<file path="src/rtl/vend_pkg.sv">
// Shared types and constants for the vending credit/dispense controller.
package vend_pkg;

  typedef enum logic [1:0] {
    IDLE   = 2'd0,
    VEND   = 2'd1,
    CHANGE = 2'd2
  } state_t;

  localparam int NICKEL_N = 1;
  localparam int DIME_N   = 2;

  // Price expressed in nickel units.
  function automatic int price_n(input int price_cents);
    return price_cents / 5;
  endfunction

endpackage

</file>
<file path="src/rtl/vend_ctrl_btn_edge.sv">
// Rising-edge detector for a coin button level. The previous-sample flop
// resets to 1 so a button already held when reset releases is not counted.
module btn_edge (
  input  logic clk,
  input  logic rst,
  input  logic level,
  output logic rise
);

  logic prev;

  // Remember last cycle's button level.
  always_ff @(posedge clk or negedge rst) begin
    if (!rst) prev <= 1'b1;
    else      prev <= level;
  end

  assign rise = level & ~prev;

endmodule

</file>
<file path="src/rtl/vend_ctrl.sv">
// Credit-and-dispense controller: accumulates nickel/dime credit, runs the
// dispenser handshake once the price is reached, then pays change back one
// nickel at a time. Cancel refunds all credit through the change path.
module vend_ctrl
  import vend_pkg::*;
#(
  parameter int PRICE_CENTS = 25,
  parameter int CW          = 4
) (
  input  logic          clk,
  input  logic          rst,
  input  logic          nb,
  input  logic          db,
  input  logic          cancel,
  input  logic          disp_ack,
  input  logic          chg_ack,
  output logic          s,
  output logic          r,
  output logic [CW-1:0] credit,
  output logic          coin_rej,
  output logic [1:0]    state
);

  localparam int PRICE_N    = price_n(PRICE_CENTS);
  localparam int MAX_CREDIT = (1 << CW) - 1;
  localparam int SW         = CW + 2;
  localparam logic [CW-1:0] PRICE_V = CW'(PRICE_N);
  localparam logic [SW-1:0] MAX_V   = SW'(MAX_CREDIT);

  // A price that is not a whole number of nickels, or that the credit
  // register cannot hold, would make the machine unable to ever vend.
  if ((PRICE_CENTS % 5) != 0 || PRICE_N < 1 || PRICE_N > MAX_CREDIT) begin : g_bad_price
    $error("vend_ctrl: PRICE_CENTS must be a multiple of 5 and fit in CW nickels");
  end

  state_t        state_q, state_d;
  logic [CW-1:0] credit_q, credit_d;
  logic          rej_q, rej_d;
  logic          nb_rise, db_rise, coin_any, fits;
  logic [1:0]    coin_val;
  logic [SW-1:0] sum;

  btn_edge u_nb_edge (
    .clk   (clk),
    .rst   (rst),
    .level (nb),
    .rise  (nb_rise)
  );

  btn_edge u_db_edge (
    .clk   (clk),
    .rst   (rst),
    .level (db),
    .rise  (db_rise)
  );

  // Value of this cycle's coin edges, and whether it fits in the register.
  always_comb begin
    coin_val = '0;
    if (nb_rise) coin_val = coin_val + 2'(NICKEL_N);
    if (db_rise) coin_val = coin_val + 2'(DIME_N);
    coin_any = nb_rise | db_rise;
    sum      = {2'b00, credit_q} + SW'(coin_val);
    fits     = (sum <= MAX_V);
  end

  // State, credit and reject-pulse registers.
  always_ff @(posedge clk or negedge rst) begin
    if (!rst) begin
      state_q  <= IDLE;
      credit_q <= '0;
      rej_q    <= 1'b0;
    end else begin
      state_q  <= state_d;
      credit_q <= credit_d;
      rej_q    <= rej_d;
    end
  end

  // Next state, credit arithmetic and coin rejection. Coins are only
  // credited while idling with no transition pending.
  always_comb begin
    state_d  = state_q;
    credit_d = credit_q;
    rej_d    = 1'b0;
    case (state_q)
      IDLE: begin
        if (credit_q >= PRICE_V) begin
          state_d  = VEND;
          credit_d = credit_q - PRICE_V;
          rej_d    = coin_any;
        end else if (cancel && credit_q != '0) begin
          state_d = CHANGE;
          rej_d   = coin_any;
        end else if (coin_any) begin
          if (fits) credit_d = credit_q + CW'(coin_val);
          else      rej_d    = 1'b1;
        end
      end
      VEND: begin
        rej_d = coin_any;
        if (disp_ack) state_d = (credit_q != '0) ? CHANGE : IDLE;
      end
      CHANGE: begin
        rej_d = coin_any;
        if (chg_ack) begin
          credit_d = credit_q - CW'(1);
          if (credit_q == CW'(1)) state_d = IDLE;
        end
      end
      default: begin
        state_d  = IDLE;
        credit_d = '0;
      end
    endcase
  end

  // Handshake requests decoded from the state register alone.
  always_comb begin
    s = 1'b0;
    r = 1'b0;
    case (state_q)
      VEND:    s = 1'b1;
      CHANGE:  r = 1'b1;
      default: ;
    endcase
  end

  assign state    = state_q;
  assign credit   = credit_q;
  assign coin_rej = rej_q;

endmodule

</file>
<file path="config.mk">
export PLATFORM = sky130hd
export DESIGN_NAME = vend_ctrl
export DESIGN_NICKNAME = d
export VERILOG_FILES = /design/src/rtl/vend_pkg.sv /design/src/rtl/vend_ctrl_btn_edge.sv /design/src/rtl/vend_ctrl.sv
export SDC_FILE = /design/constraint.sdc
export NUM_CORES = 1
export LEC_CHECK = 0
export ABC_AREA = 1
export ABC_CLOCK_PERIOD_IN_PS = 1940
export CORE_UTILIZATION = 45
export DETAILED_ROUTE_END_ITERATION = 16
export GPL_ROUTABILITY_DRIVEN = 0
export GPL_TIMING_DRIVEN = 1
export PLACE_DENSITY = 0.67
export SYNTH_ARGS = -nofsm -noshare
export SYNTH_HDL_FRONTEND = slang
export SYNTH_SLANG_ARGS = --single-unit
</file>
<file path="constraint.sdc">
create_clock -name clk -period 1.94 [get_ports clk]
set_input_delay 0.194 -clock clk [delete_from_list [all_inputs] [get_ports clk]]
set_output_delay 0.194 -clock clk [all_outputs]
set_load 0.03 [all_outputs]
</file>
==> flow_summary.rst, run 1 <==
.. list-table::
   :header-rows: 1

   * - Metric
     - Value
   * - Root buffer cell
     - clkbuf_4
   * - Antenna violations before repair
     - 0
   * - Post-synthesis cell count
     - 112
   * - Horizontal die dimension
     - 44.3 um
   * - Aggregate global routing overflow
     - 0
   * - Y dimension of the die
     - 44.3 um
   * - Post-detailed-route wirelength per cell
     - 10.9 um
   * - Worst clock skew on the final layout
     - 1.13 ps
   * - Worst hold path class
     - primary input to async pin
   * - Final Power
     - 1.74 mW
   * - Global-route wire length before repair
     - 2990 um
   * - Combined area of all synthesized cells
     - 805 um^2
   * - Post-route standard cell area excluding fillers
     - 0.00100 mm^2
   * - Number of iterations in the first detailed-routing pass
     - 4
   * - Floorplan core area
     - 0.00159 mm^2
   * - Overall global routing resource usage
     - 21.1%
   * - Total placed instance area
     - 973 um^2
   * - Worst Path Class, Setup
     - flip-flop to primary output
   * - Synth warnings
     - 0
   * - Power density over the cells
     - 1740 mW/mm^2
   * - Final Hold Slack
     - 223 ps
   * - Sum of net half-perimeters after detailed placement
     - 1390 um
   * - Starting utilization of the core area
     - 50.5%
   * - Detailed-route wire length on metal 1
     - 852 um
   * - Number of nets produced by synthesis
     - 128
   * - Via count of the first global-routing pass
     - 716
   * - Final core utilization
     - 62.9%
   * - Antenna Nets Post-Route
     - 0
   * - Transition time at the pin with the least slew margin
     - 451 ps
   * - Count of input and output buffers
     - 15
   * - Ratio of cells with drive above 1 in the final layout
     - 14.6%
   * - Max stage delay cell, worst path
     - clkdlybuf4s50_1
   * - Maximum clock frequency
     - 547 MHz
   * - CTS clock-pin slew for the worst setup and hold paths
     - 60 ps
   * - Worst path top cell family by delay
     - buffers and inverters
   * - Max-slew violation count
     - 0
   * - Type of destination of the critical path
     - primary output
   * - Worst slew margin relative to its limit
     - 70.0%
   * - Average footprint of a synthesized cell
     - 7.18 um^2
   * - Met2 wire len
     - 741 um
   * - Pleak
     - 0.553 nW
   * - Layout area overhead
     - 24.6%
   * - Req. time, crit path
     - 1750 ps
   * - Die area
     - 0.00196 mm^2
   * - Clock buffer count from CTS
     - 3
   * - Pin count of the biggest net entering global routing
     - 12
   * - Number of max-cap violations
     - 0
   * - Crit path cell chain
     - clkdlybuf4s50_1
   * - Detailed router's first-iteration violation count
     - 11
   * - Signal arrival time at the worst endpoint
     - 1640 ps
   * - DR DRC count
     - 0
   * - H-tree Lvls
     - 1
   * - Unrepaired setup endpoints after global routing
     - no
   * - Source-to-sink clock delay at the later pin of the worst-skew pair
     - 260 ps
   * - Final critical delay including setup and external delays
     - 1830 ps
   * - Final TNS setup
     - 0 ps
   * - Final cycle utilization of the critical path
     - 94.3%
   * - Uppermost signal routing layer after detailed routing
     - met4
   * - Final number of setup-violating endpoints
     - 0
   * - Clock tree from TritonCTS
     - yes
   * - Number of diodes
     - 0
   * - Mean number of vias per cell
     - 4.79
   * - Number of library cell types mapped by synthesis
     - 24
   * - Number of buffers on the longest clock path
     - 2
   * - Number of nets in the finished design
     - 147
   * - Worst IR Drop VDD
     - 1.06 mV
   * - WP buf/inv
     - 1
   * - Clock sink count
     - 9
   * - Number of core rows
     - 14
   * - Post-CTS Setup Inserts
     - 0
   * - Routed wire length on met3
     - 41 um
   * - Status
     - complete, no violations
   * - Peak per-stage delay on the critical path
     - 760 ps
   * - Sequential fraction of the synthesis area
     - 28.3%
   * - Ports
     - 16
   * - Startpoint kind of the worst setup timing path
     - flip-flop
   * - Count of final hold-check violations
     - 0
   * - Drt total wl
     - 1670 um
   * - Biggest fanout along the worst timing path
     - 11
   * - Number of vias after detailed routing
     - 737
   * - Number of flip-flops and latches in the synthesized netlist
     - 9
[final timing paths]
| path | from | slack [ps] | endpoint | cells past startpoint |
|---|---|---|---|---|
| max in group asynchronous | rst | 1400 | u_nb_edge.prev | 1 |
| worst max-delay path | credit[2] | 110 | credit[2] | 1 |
| min in group clk | nb | 360 | u_nb_edge.prev | 1 |
| worst min register to register | state[1] | 560 | state[1] | 2 |
| worst min-delay path | rst | 220 | coin_rej | 1 |
| worst max register to register | u_nb_edge.prev | 200 | credit[2] | 8 |
[repair_timing]
item / 4_1_cts / 5_1_grt
hold endpoints to repair: 0 / 0
gates resized for setup: 0 / 1
endpoints found under the setup margin: 0 / 1
hold buffers: 0 / 0
[logic make-up after synthesis]
logic type	synth area share, %
xor gates and xnor gates	1.09
and+or+nand+nor	41.7
buffers and inverters	8.71
adders and majority gates	14.9
DFF	28.3
AOI/OAI and AO/OA	5.29
[metrics by stage]
| stage | setup WS, ps | cells |
|---|---|---|
| after floorplan | 171 | 112 |
| after global placement | 128 | 150 |
| after detailed placement | 34.0 | 150 |
| after CTS | 5.92 | 154 |
| after global routing | 23.2 | 154 |
| final | 111 | 154 |
[cells in the final DEF, fill, tap and decap left out, types with 2 or more instances in the layout]
master / netlist / routed
clkbuf_4: 0 / 3
clkdlybuf4s50_1: 0 / 14
dfrtp_1: 7 / 7
dfstp_2: 2 / 2
ha_1: 8 / 8
inv_1: 13 / 13
nand2_1: 44 / 44
nand2_2: 5 / 5
nand3_1: 9 / 9
nand3_2: 2 / 2
nor2_1: 5 / 5
o21ai_0: 3 / 3
[per-layer routing]
metal  global-route usage (%)  vias to the layer above
met4                     12.7                        0
met1                     30.4                      335
li1                         -                      385
met3                     1.22                        5
met2                     30.9                       12
met5                        0                        -
[Yosys cell counts]
master	number	area, um^2
nor2_4	1	11.3
or2_4	1	8.76
nor3_1	1	5.00
nand3_4	1	17.5
nand4_1	1	6.26
a21oi_1	1	5.00
nand3_1	9	45.0
o21ai_0	3	15.0
xor2_1	1	8.76
dfstp_2	2	52.6
nor2_2	1	6.26
inv_2	1	3.75
buf_6	1	11.3
nand3_2	2	20.0
nand2_1	44	165
a31oi_1	1	6.26
inv_4	1	6.26
dfrtp_1	7	175
a21oi_4	1	16.3
ha_1	8	100
nand2_2	5	31.3
fa_1	1	20.0
inv_1	13	48.8
nor2_1	5	18.8
[report_power, final]
part	leakage (nW)	internal, mW	switching [mW]
registers	0.111	0.260	0.104
clock network	0.0150	0.0792	0.0648
logic	0.428	0.463	0.771
total	0.553	0.803	0.939
[flip-flops by register name, indices dropped and copies added, names as in the netlist]
name	count
credit	4
state	2
coin_rej	1
u_db_edge.prev	1
u_nb_edge.prev	1
[final cells by class]
type	count	area, um^2
fillers	153	592
multi-input cells	87	507
flip-flops and latches	9	228
repair buffers	15	153
inverters	15	58.8
well taps	24	30.0
clock buffers	4	26.3
No activity file was read; power rests on OpenSTA's default activity.
==> inputs of run 2 (changes only) <==
- SETUP_SLACK_MARGIN: unset -> 0.2
- SKIP_CTS_REPAIR_TIMING: unset -> 1
==> run 2 against run 1 <==
  * Non-clock buffer count rose by 3
  * Wire length rose by 1.7%
  * Critical path type is now flip-flop to flip-flop
  * Register-to-register slack improved by 100 ps
  * Design area increased by 3.2%
  * Largest cell class unchanged
  * Critical path depth up 7
  * Final cell count up 1.9%
  * Largest power group unchanged
==> flow_summary.rst, run 2 (synthesis gave the netlist of run 1 again) <==
.. list-table::
   :header-rows: 1

   * - Metric
     - Value
   * - Number of iterations in the first detailed-routing pass
     - 4 (unchanged)
   * - Detailed-route wire length on metal 1
     - 832 um (-2.3%)
   * - Final cycle utilization of the critical path
     - 84.6% (-9.7 points)
   * - Number of diodes
     - 0 (unchanged)
   * - Source-to-sink clock delay at the later pin of the worst-skew pair
     - 260 ps (about the same)
   * - Antenna violations before repair
     - 0 (unchanged)
   * - Number of core rows
     - 14 (unchanged)
   * - Biggest fanout along the worst timing path
     - 2 (-9)
   * - Transition time at the pin with the least slew margin
     - 404 ps (-46.2 ps)
   * - Clock buffer count from CTS
     - 3 (unchanged)
   * - Aggregate global routing overflow
     - 0 (unchanged)
   * - Ratio of cells with drive above 1 in the final layout
     - 20.3% (+5.7 points)
   * - Sum of net half-perimeters after detailed placement
     - 1370 um (-1.4%)
   * - Status
     - complete, no violations
   * - Final core utilization
     - 64.9% (+2.0 points)
   * - Number of nets in the finished design
     - 150 (+2.0%)
   * - Clock sink count
     - 9 (unchanged)
   * - Root buffer cell
     - clkbuf_4
   * - Post-detailed-route wirelength per cell
     - 10.8 um (-0.21%)
   * - DR DRC count
     - 0 (unchanged)
   * - Uppermost signal routing layer after detailed routing
     - met4
   * - Worst Path Class, Setup
     - flip-flop to flip-flop
   * - WP buf/inv
     - 0 (-1)
   * - Req. time, crit path
     - 2090 ps (+340 ps)
   * - Met2 wire len
     - 815 um (+10%)
   * - Peak per-stage delay on the critical path
     - 520 ps (-240 ps)
   * - Pleak
     - 0.578 nW (+4.6%)
   * - Unrepaired setup endpoints after global routing
     - no
   * - Number of vias after detailed routing
     - 766 (+3.9%)
   * - Maximum clock frequency
     - 610 MHz (+12%)
   * - Worst clock skew on the final layout
     - 0.308 ps (-0.821 ps)
   * - Worst path top cell family by delay
     - adder cells
   * - Number of max-cap violations
     - 0 (unchanged)
   * - Mean number of vias per cell
     - 4.88 (+1.9%)
   * - Final number of setup-violating endpoints
     - 0 (unchanged)
   * - Detailed router's first-iteration violation count
     - 12 (+1)
   * - Via count of the first global-routing pass
     - 701 (-2.1%)
   * - Final Power
     - 1.80 mW (+3.3%)
   * - Worst IR Drop VDD
     - 0.943 mV (-11%)
   * - Clock tree from TritonCTS
     - yes
   * - Max stage delay cell, worst path
     - dfstp_2
   * - Pin count of the biggest net entering global routing
     - 10 (-2)
   * - Routed wire length on met3
     - 44 um (+7.3%)
   * - Overall global routing resource usage
     - 20.2% (-0.90 points)
   * - Floorplan core area
     - 0.00159 mm^2 (unchanged)
   * - Worst slew margin relative to its limit
     - 73.0% (+3.0 points)
   * - Highest-count cells in the layout ignoring fill and taps
     - nand2_1 (44), clkdlybuf4s50_1 (13), inv_1 (12), nand3_1 (9), ha_1 (7)
   * - Die area
     - 0.00196 mm^2 (unchanged)
   * - CTS clock-pin slew for the worst setup and hold paths
     - 60 ps (about the same)
   * - Horizontal die dimension
     - 44.3 um (unchanged)
   * - Number of buffers on the longest clock path
     - 2 (unchanged)
   * - Final critical delay including setup and external delays
     - 1640 ps (-189 ps)
   * - Final TNS setup
     - 0 ps (unchanged)
   * - H-tree Lvls
     - 1 (unchanged)
   * - Antenna Nets Post-Route
     - 0 (unchanged)
   * - Starting utilization of the core area
     - 50.5% (unchanged)
   * - Power density over the cells
     - 1740 mW/mm^2 (about the same)
   * - Count of final hold-check violations
     - 0 (unchanged)
   * - Type of destination of the critical path
     - flip-flop
   * - Global-route wire length before repair
     - 2890 um (-3.2%)
   * - Drt total wl
     - 1700 um (+1.7%)
   * - Crit path cell chain
     - nor2_1 -> ha_1 -> fa_2 -> xor2_1 -> nand2_1 -> nand3_1 -> nand2_1 -> nand2_1
   * - Pre-CTS worst setup slack
     - 94.6 ps (+60.6 ps)
   * - Ports
     - 16 (unchanged)
   * - Worst hold path class
     - primary input to async pin
   * - Y dimension of the die
     - 44.3 um (unchanged)
   * - Crit path setup slack, layout
     - 300 ps (+189 ps)
   * - Crit path top cell by count
     - nand2_1
   * - Max-slew violation count
     - 0 (unchanged)
   * - Startpoint kind of the worst setup timing path
     - flip-flop
   * - Max FFs per register
     - 4 (unchanged)
   * - Layout area overhead
     - 28.6%
   * - Count of input and output buffers
     - 15 (unchanged)
   * - Signal arrival time at the worst endpoint
     - 1790 ps (+150 ps)
   * - Most common library cell in the layout ignoring fill and taps
     - nand2_1
## run 2: changes by cell type in the layout (fill, tap and decap cells not counted), sizes merged
cell           delta
buf               +3
clkdlybuf4s50     -1
dlymetal6s2s      +1
## run 2: final cells by class
type	count	area, um^2
Fill cell	131	559
Multi-Input combinational cell	87	512
Sequential cell	9	230
Timing Repair Buffer	18	178
Inverter	15	58.8
Tap cell	24	30.0
Clock buffer	4	26.3
## run 2: routing by layer
layer / up-vias / global-route usage, %
met5: - / 0
met4: 0 / 12.1
met3: 2 / 1.63
met2: 16 / 30.9
met1: 357 / 27.7
li1: 391 / -
## run 2: worst reg2reg max path: stages, from the launching register on
cell and delay, ps:
dfstp_2 520, nor2_1 40, ha_1 200, fa_2 350
xor2_1 160, nand2_1 70, nand3_1 80, nand2_1 70
nand2_1 40
## run 2: worst paths after layout
kind / start / slack [ps] / end / depth (start not counted)
worst max-delay path: u_nb_edge.prev / 300 / credit[2] / 8
worst min-delay path: rst / 230 / coin_rej / 1
worst max register to register: u_nb_edge.prev / 300 / credit[2] / 8
worst min register to register: state[1] / 570 / state[1] / 2
max in group asynchronous: rst / 1390 / u_nb_edge.prev / 1
min in group clk: nb / 360 / u_nb_edge.prev / 1
## run 2: where the power goes
part	internal (mW)	leakage [nW]	switching (mW)
clock	0.0793	0.0150	0.0655
combinational	0.497	0.455	0.811
sequential	0.264	0.108	0.0813
## run 2: metrics by stage
step | hold slack [ps] | instances | instance area [um^2]
6_report | 229 | 157 | 1030
5_1_grt | 272 | 157 | 1030
4_1_cts | 235 | 155 | 1010
3_5_place_dp | 520 | 151 | 982
3_3_place_gp | 502 | 151 | 982
2_1_floorplan | -102 | 112 | 806
==> inputs of run 3 (changes only) <==
- ABC_CLOCK_PERIOD_IN_PS: 1940 -> 1500
- PLACE_DENSITY: 0.67 -> 0.7
- clock period: 1.94 -> 1.5 ns (I/O delays scaled with it)
==> run 3 against run 2 <==
  * The flow now finishes with violations (setup timing)
  * Clock power grew 26%
  * Design area rose by 20%
  * Utilization increased by 13 points
  * Combinational power rose by 63%
  * Critical path depth is the same
  * Register-to-register slack got worse by 390 ps
  * Wire length up 7.0%
  * Highest routed layer unchanged
  * Clock-buffer cell count stayed put
==> flow_summary.rst, run 3 (synthesis gave the netlist of run 1 again) <==
.. list-table::
   :header-rows: 1

   * - Metric
     - Value
   * - Count of final hold-check violations
     - 0 (unchanged)
   * - Antenna violations before repair
     - 0 (unchanged)
   * - Routed wire length on met3
     - 56 um (+27%)
   * - Worst slew margin relative to its limit
     - 73.7% (+0.76 points)
   * - Layout area overhead
     - 54.4%
   * - H-tree Lvls
     - 1 (unchanged)
   * - Register-to-register setup slack
     - -90 ps (-390 ps)
   * - Clock buffer count from CTS
     - 3 (unchanged)
   * - Worst clock skew on the final layout
     - 6.58 ps (+6.27 ps)
   * - Power density over the cells
     - 2250 mW/mm^2 (+29%)
   * - Final Hold Slack
     - 175 ps (-54.5 ps)
   * - Starting utilization of the core area
     - 50.5% (unchanged)
   * - Number of core rows
     - 14 (unchanged)
   * - Type of destination of the critical path
     - flip-flop
   * - Number of max-cap violations
     - 0 (unchanged)
   * - Final critical delay including setup and external delays
     - 1590 ps (-48.3 ps)
   * - Detailed-route wire length on metal 1
     - 901 um (+8.3%)
   * - Uppermost signal routing layer after detailed routing
     - met4
   * - Final number of setup-violating endpoints
     - 2 (+2)
   * - Worst Path Class, Setup
     - flip-flop to flip-flop
   * - WP buf/inv
     - 0 (unchanged)
   * - Count of input and output buffers
     - 15 (unchanged)
   * - Max FFs per register
     - 4 (unchanged)
   * - Worst IR Drop VDD
     - 1.57 mV (+67%)
   * - Clock sink count
     - 9 (unchanged)
   * - Pin count of the biggest net entering global routing
     - 10 (unchanged)
   * - Number of nets in the finished design
     - 164 (+9.3%)
   * - Drt total wl
     - 1820 um (+7.0%)
   * - Via count of the first global-routing pass
     - 692 (-1.3%)
   * - Horizontal die dimension
     - 44.3 um (unchanged)
   * - DR DRC count
     - 0 (unchanged)
   * - Post-detailed-route wirelength per cell
     - 10.7 um (-1.7%)
   * - Max-slew violation count
     - 0 (unchanged)
   * - Highest-count cells in the layout ignoring fill and taps
     - nand2_1 (40), buf_4 (18), nand2_2 (9), inv_2 (8), nand3_1 (7)
   * - Status
     - complete, but fails checks
   * - Total placed instance area
     - 0.00107 mm^2 (+9.3%)
   * - Post-route standard cell area excluding fillers
     - 0.00124 mm^2 (+20%)
   * - Crit path top cell by count
     - nand2_1
   * - Global-route wire length before repair
     - 2830 um (-2.1%)
   * - Transition time at the pin with the least slew margin
     - 394 ps (-10.1 ps)
   * - CTS clock-pin slew for the worst setup and hold paths
     - 60 ps (about the same)
   * - Sum of net half-perimeters after detailed placement
     - 1450 um (+6.0%)
   * - Final cycle utilization of the critical path
     - 106% (+22 points)
   * - Number of diodes
     - 0 (unchanged)
   * - Source-to-sink clock delay at the later pin of the worst-skew pair
     - 260 ps (about the same)
   * - Worst hold path class
     - primary input to async pin
   * - Clock tree from TritonCTS
     - yes
   * - Violations in the final reports
     - setup timing
   * - Ports
     - 16 (unchanged)
   * - Signal arrival time at the worst endpoint
     - 1750 ps (-40 ps)
   * - Mean number of vias per cell
     - 4.64 (-4.8%)
   * - Path length in cells of the critical path
     - 8 (unchanged)
   * - Startpoint kind of the worst setup timing path
     - flip-flop
   * - Overall global routing resource usage
     - 20.0% (-0.15 points)
   * - Peak per-stage delay on the critical path
     - 530 ps (about the same)
   * - Maximum clock frequency
     - 628 MHz (+3.0%)
   * - Die area
     - 0.00196 mm^2 (unchanged)
   * - Met2 wire len
     - 838 um (+2.8%)
   * - Req. time, crit path
     - 1660 ps (-430 ps)
   * - Antenna Nets Post-Route
     - 0 (unchanged)
   * - Most common library cell in the layout ignoring fill and taps
     - nand2_1
   * - Floorplan core area
     - 0.00159 mm^2 (unchanged)
   * - Number of vias after detailed routing
     - 794 (+3.7%)
   * - Root buffer cell
     - clkbuf_4
   * - Cells on worst reg2reg path
     - 8 (unchanged)
   * - Final TNS setup
     - -118 ps (-118 ps)
   * - Crit path setup slack, layout
     - -92.1 ps (-392 ps)
   * - Unrepaired setup endpoints after global routing
     - yes
   * - Pleak
     - 0.707 nW (+22%)
   * - Biggest fanout along the worst timing path
     - 2 (unchanged)
   * - Y dimension of the die
     - 44.3 um (unchanged)
   * - Number of buffers on the longest clock path
     - 2 (unchanged)
   * - Detailed router's first-iteration violation count
     - 7 (-5)
   * - Max stage delay cell, worst path
     - dfstp_2
   * - Number of iterations in the first detailed-routing pass
     - 4 (unchanged)
   * - Crit path cell chain
     - nor2_2 -> ha_2 -> fa_2 -> xor2_1 -> nand2_1 -> nand3_2 -> nand2_1 -> nand2_1
   * - Ratio of cells with drive above 1 in the final layout
     - 44.9% (+25 points)
   * - Worst path top cell family by delay
     - flip-flops
   * - Aggregate global routing overflow
     - 0 (unchanged)
[run 3: cell count changes in the layout (fill, tap and decap cells not counted), sizes merged]
cell and delta:
buf +16, clkbuf +1, clkdlybuf4s50 -7, dlymetal6s2s +4
[run 3: metal layers]
metal	up-vias	GRT usage, %
met5	-	0
li1	421	-
met4	0	10.9
met1	348	28.1
met3	4	2.45
met2	21	30.0
[run 3: worst paths after layout]
kind / startpoint / endpoint
setup / recovery: u_nb_edge.prev / credit[2]
hold reg to reg: credit[3] / credit[3]
hold / removal: rst / credit[2]
setup reg to reg: u_nb_edge.prev / credit[2]
max in group asynchronous: rst / u_nb_edge.prev
min in group clk: nb / u_nb_edge.prev
[run 3: final cells by class]
type,instances,area [um^2]
Clock buffer,4,26.3
Fill cell,131,352
Inverter,15,61.3
Multi-Input combinational cell,87,606
Sequential cell,9,233
Tap cell,24,30.0
Timing Repair Buffer,32,287
[run 3: power breakdown]
part,switching (mW),internal (mW)
combinational,1.22,0.920
clock,0.0805,0.102
sequential,0.122,0.346
total,1.42,1.37
[run 3: stage by stage]
stage                     setup slack, ps  power [mW]  instances  util [%]
after floorplan                     -17.5        1.71        112         -
after global placement               -205        2.24        160      67.3
after detailed placement             -233        2.27        160      67.3
after CTS                            -240        2.46        164      69.0
after global routing                 -160        3.03        171      77.9
final                               -92.1        2.79        171      77.9
